===== src/rtl/alu_pipe_pkg.sv =====
// Shared types for the pipelined ALU: opcode encoding, flag struct and flag bit positions.
package alu_pipe_pkg;

  typedef enum logic [3:0] {
    OP_ADD   = 4'd0,
    OP_SUB   = 4'd1,
    OP_AND   = 4'd2,
    OP_OR    = 4'd3,
    OP_XOR   = 4'd4,
    OP_NOT   = 4'd5,
    OP_SHL1  = 4'd6,
    OP_SHR1  = 4'd7,
    OP_SLL   = 4'd8,
    OP_SRL   = 4'd9,
    OP_SRA   = 4'd10,
    OP_SLT   = 4'd11,
    OP_SLTU  = 4'd12,
    OP_PASSB = 4'd13,
    OP_MUL   = 4'd14,
    OP_MULHU = 4'd15
  } alu_op_e;

  typedef struct packed {
    logic v;
    logic c;
    logic n;
    logic z;
  } alu_flags_t;

  localparam int FLAG_Z = 0;
  localparam int FLAG_N = 1;
  localparam int FLAG_C = 2;
  localparam int FLAG_V = 3;

endpackage


===== src/rtl/alu_pipe_core.sv =====
// Combinational ALU datapath: (a, b, op) -> (result, flags, illegal).
// Ops 14/15 (MUL/MULHU) exist only when ALU_PIPE_MUL_EN is defined; otherwise they are reserved.
module alu_pipe_core
  import alu_pipe_pkg::*;
#(
  parameter int WIDTH = 8
) (
  input  logic [WIDTH-1:0] a,
  input  logic [WIDTH-1:0] b,
  input  logic [3:0]       op,
  output logic [WIDTH-1:0] result,
  output alu_flags_t       flags,
  output logic             illegal
);

  localparam int SW = $clog2(WIDTH);

  logic [WIDTH:0]  sum;
  logic [WIDTH:0]  diff;
  logic [SW-1:0]   sh;
  logic            signed_lt;

`ifdef ALU_PIPE_MUL_EN
  logic [2*WIDTH-1:0] prod;
  assign prod = {{WIDTH{1'b0}}, a} * {{WIDTH{1'b0}}, b};
`endif

  assign sum       = {1'b0, a} + {1'b0, b};
  assign diff      = {1'b0, a} - {1'b0, b};
  assign sh        = b[SW-1:0];
  assign signed_lt = $signed(a) < $signed(b);

  always_comb begin
    result  = '0;
    flags   = '0;
    illegal = 1'b0;
    case (alu_op_e'(op))
      OP_ADD: begin
        result  = sum[WIDTH-1:0];
        flags.c = sum[WIDTH];
        flags.v = (a[WIDTH-1] == b[WIDTH-1]) && (result[WIDTH-1] != a[WIDTH-1]);
      end
      // diff[WIDTH] is the borrow, i.e. A < B unsigned
      OP_SUB: begin
        result  = diff[WIDTH-1:0];
        flags.c = diff[WIDTH];
        flags.v = (a[WIDTH-1] != b[WIDTH-1]) && (result[WIDTH-1] != a[WIDTH-1]);
      end
      OP_AND:   result = a & b;
      OP_OR:    result = a | b;
      OP_XOR:   result = a ^ b;
      OP_NOT:   result = ~a;
      OP_SHL1: begin
        result  = {a[WIDTH-2:0], 1'b0};
        flags.c = a[WIDTH-1];
      end
      OP_SHR1: begin
        result  = {1'b0, a[WIDTH-1:1]};
        flags.c = a[0];
      end
      OP_SLL:   result = a << sh;
      OP_SRL:   result = a >> sh;
      OP_SRA:   result = $signed(a) >>> sh;
      OP_SLT:   result = {{(WIDTH-1){1'b0}}, signed_lt};
      OP_SLTU:  result = {{(WIDTH-1){1'b0}}, (a < b)};
      OP_PASSB: result = b;
`ifdef ALU_PIPE_MUL_EN
      OP_MUL: begin
        result  = prod[WIDTH-1:0];
        flags.c = |prod[2*WIDTH-1:WIDTH];
      end
      OP_MULHU: result = prod[2*WIDTH-1:WIDTH];
`endif
      default: begin
        result  = '0;
        illegal = 1'b1;
      end
    endcase
    flags.n = result[WIDTH-1];
    flags.z = (result == '0);
  end

endmodule


===== src/rtl/alu_pipe.sv =====
// Handshaked ALU with a PIPE_STAGES-deep result pipeline that stalls as a whole on backpressure.
// Define ALU_PIPE_MUL_EN to enable the MUL/MULHU opcodes in the datapath.
module alu_pipe
  import alu_pipe_pkg::*;
#(
  parameter int WIDTH       = 8,
  parameter int PIPE_STAGES = 2
) (
  input  logic             clk,
  input  logic             rst,
  input  logic             in_valid,
  output logic             in_ready,
  input  logic [WIDTH-1:0] in_a,
  input  logic [WIDTH-1:0] in_b,
  input  logic [3:0]       in_op,
  output logic             out_valid,
  input  logic             out_ready,
  output logic [WIDTH-1:0] out_data,
  output logic [3:0]       out_flags,
  output logic             out_illegal
);

  logic [WIDTH-1:0] core_result;
  alu_flags_t       core_flags;
  logic             core_illegal;
  logic             adv;

  logic [WIDTH-1:0] st_data    [PIPE_STAGES];
  alu_flags_t       st_flags   [PIPE_STAGES];
  logic             st_illegal [PIPE_STAGES];
  logic             st_valid   [PIPE_STAGES];

  alu_pipe_core #(.WIDTH(WIDTH)) u_core (
    .a       (in_a),
    .b       (in_b),
    .op      (in_op),
    .result  (core_result),
    .flags   (core_flags),
    .illegal (core_illegal)
  );

  // Every stage moves together, so bubbles are preserved rather than squeezed out.
  assign adv      = !out_valid || out_ready;
  assign in_ready = adv;

  always_ff @(posedge clk) begin
    if (rst) begin
      for (int i = 0; i < PIPE_STAGES; i++) begin
        st_data[i]    <= '0;
        st_flags[i]   <= '0;
        st_illegal[i] <= 1'b0;
        st_valid[i]   <= 1'b0;
      end
    end else if (adv) begin
      st_data[0]    <= core_result;
      st_flags[0]   <= core_flags;
      st_illegal[0] <= core_illegal;
      st_valid[0]   <= in_valid;
      for (int i = 1; i < PIPE_STAGES; i++) begin
        st_data[i]    <= st_data[i-1];
        st_flags[i]   <= st_flags[i-1];
        st_illegal[i] <= st_illegal[i-1];
        st_valid[i]   <= st_valid[i-1];
      end
    end
  end

  assign out_valid   = st_valid[PIPE_STAGES-1];
  assign out_data    = st_data[PIPE_STAGES-1];
  assign out_flags   = st_flags[PIPE_STAGES-1];
  assign out_illegal = st_illegal[PIPE_STAGES-1];

endmodule


===== config.mk =====
export PLATFORM = sky130hd
export DESIGN_NAME = alu_pipe
export DESIGN_NICKNAME = d
export VERILOG_FILES = /design/src/rtl/alu_pipe_pkg.sv /design/src/rtl/alu_pipe_core.sv /design/src/rtl/alu_pipe.sv
export SDC_FILE = /design/constraint.sdc
export NUM_CORES = 1
export LEC_CHECK = 0
export CAP_MARGIN = 20
export CORE_AREA = 8 8 98 100
export CTS_CLUSTER_SIZE = 20
export DETAILED_ROUTE_END_ITERATION = 10
export DIE_AREA = 0 0 106 108
export HOLD_SLACK_MARGIN = 0.05
export SLEW_MARGIN = 15
export SYNTH_ARGS = -nofsm -noshare
export SYNTH_HDL_FRONTEND = slang
export SYNTH_HIERARCHICAL = 1
export SYNTH_SLANG_ARGS = --single-unit

===== constraint.sdc =====
create_clock -name clk -period 8.85 [get_ports clk]
set_clock_uncertainty 0.1 [all_clocks]
set_input_delay 0.885 -clock clk [delete_from_list [all_inputs] [get_ports clk]]
set_output_delay 0.885 -clock clk [all_outputs]
set_load 0.01 [all_outputs]

==> metrics <==
status finished, final reports clean; crit path max-delay cell type clkdlybuf4s50_1; post_cts resized 0; crit end category flip-flop; cell mode on critical path inv_1; final worst-path cycle share about half; Max Cap Viol 0; Filler Cell Count 765; Final min period 4.301 ns; Synth Net Count 455; Port Buf Inserts 38; first-pass GRT wire length 15420 µm; cell family with most CP delay buffers and inverters; Crit. path cell count 11; largest net degree at the start of global routing 37; Async S/R FF share, synth 0%; Post-synth EDFFs 28; CP max FO 18; worst relative slew slack between 20% and 30%; final antenna diode count 0; fmax 0.2325 GHz; worst stage delay on the critical path about 0.87 ns; commonest cells after routing, fill and taps aside clkdlybuf4s50_1, nand2_1, inv_1, edfxtp_1, ha_1; worst setup path startpoint in_b[2]; WL per Instance 19.42 µm; Crit path required time between 8 and 9 ns; drc violations 0; vias 3206; Post-Syn Instances between 400 and 500; Pleak between 1.5 and 2 nW; Clock Sinks 28; number of global-route vias before repair 2825; multi-input logic area 2272 µm²; R2R depth 3; hold crit path type flip-flop to flip-flop; final-stage net count 460; All-Layer GR Usage 16.58%; DP Area 3790 µm²; CTS Buf Count 3; total power 0.0004197 W; Iter 0 DRT Violations 532; Seq cells post-synth 28; CP bufs+invs 3; core area 8051 µm²; Die W 106 µm; remaining global-route overflow 0; CTS tree yes; vias per cell roughly 6.2; clk_lat worst skew roughly 0.27 ns; Distinct cells, synth 66; die height 108 µm; post-synthesis sequential area ratio roughly a quarter; Site Rows 33; clock-pin slew of the registers on the worst-case setup and hold paths approximately 0.08 ns; RSZ-0062 raised after global routing false; Final Max Slew Viols 0; H-tree levels 1; Die Footprint 11450 µm²; WP data arrival approximately 4.3 ns; Worst-Margin Slew 1.115 ns; # IOs 39; worst vdd rail ir drop 0.00006254 V; Area Growth Syn to Fin 9.200%; Fin. Hold Viols 0; Placer Congestion 0.9970; Hold Crit Start st_data[0][2]; WHS Path Cells 1; Max Root-Sink Buffers 2; CTS Hold Bufs 0; commonest non-fill, non-tap cell in the layout clkdlybuf4s50_1; critical path type input pin to flip-flop; Worst R2R Setup Slack 6.68 ns; drt first pass iters 5; ys flop type edfxtp_1; finished layout cell area between 3000 and 4000 µm²; layout cells sized above 1 9.069%; Storage cell area 840.8 µm²; antenna violations before repair 0; final WL roughly 10000 µm; Setup Fix Bufs, Post-CTS 0; Mapped Area 3536 µm²; DP HPWL around 7300 µm; reg-to-reg startpoint st_valid[0][1]; Avg Inst Size Synth 8.752 µm²; Initial Util a little over two fifths; crit start category input pin; post-route setup TNS 0 ns; Yosys Warn Count 6; DRT antenna net count 0; P per Cell Area 108.7 nW/µm²; # setup viols final 0; CP Cell Sequence clkdlybuf4s50_1 > inv_1 > ha_1 > inv_1 > o31ai_1 > o22ai_1 > o21ai_0 > nand4_1 > or4_1 > nor4_2 > nor3b_1; Root Driver clkbuf_8
[logic make-up after synthesis]
| logic type | Yosys count | share of synthesized area (%) |
|---|---|---|
| compound gates | 109 | 21.20 |
| buf+inv | 74 | 11.96 |
| simple gates | 139 | 23.57 |
| mux | 24 | 8.776 |
| flops | 28 | 23.78 |
| fa+ha+maj | 27 | 9.979 |
| xor+xnor | 3 | 0.7432 |
[Yosys cell counts (10+ instances only)]
library cell   n  area (µm²)
buf_2         14       70.07
inv_1         28       105.1
o21ai_0       22       110.1
buf_4         18       135.1
nor3b_1       19       142.6
a21oi_1       20       100.1
ha_1          25       312.8
mux2i_1       16       160.2
nor3b_2       10       125.1
nor3_1        11       55.05
nor2_1        24       90.09
edfxtp_1      28       840.8
nand2_1       35       131.4
[area by class of cell]
cell class,instances,share of cell area [%]
multi-input cells,302,58.85
flip-flops and latches,28,21.78
repair buffers,46,11.41
well taps,105,3.402
inverters,28,2.722
clock buffers,3,1.069
clock inverters,1,0.7777
[power by group]
group          switching, W  total (W)  internal (W)
Clock             0.0000366  0.0000971     0.0000605
Sequential       0.00000281   0.000161      0.000158
Combinational     0.0000932   0.000162     0.0000686
[path summary, 6_finish.rpt]
kind	end
setup / recovery	st_flags[0][0]
hold / removal	st_data[0][10]
setup reg to reg	st_data[0][5]
hold reg to reg	st_data[0][10]
[state kept, by name, indices dropped and copies added (netlist names)]
signal	flops
st_data	16
st_valid	2
st_flags	8
st_illegal	2
[metal layers]
metal / GRT usage [%] / wire (µm) / vias to the layer above
met4: 5.025 / 255 / 0
li1: - / - / 1503
met5: 0 / 0 / -
met2: 24.75 / 4348 / 179
met3: 2.915 / 903 / 22
met1: 23.78 / 4456 / 1502
[per-stage QoR]
step / cells / util (%) / setup slack, ns / hold slack (ns)
final: 513 / 47.96 / 4.549 / 0.4724
after global routing: 513 / 47.96 / 4.362 / 0.5088
after CTS: 513 / 47.96 / 4.596 / 0.4759
after detailed placement: 509 / 47.07 / 4.332 / 0.4536
after global placement: 509 / 47.07 / 4.371 / 0.4513
after floorplan: 404 / - / 5.432 / 0.4375
(Power assumes the default switching activity.)
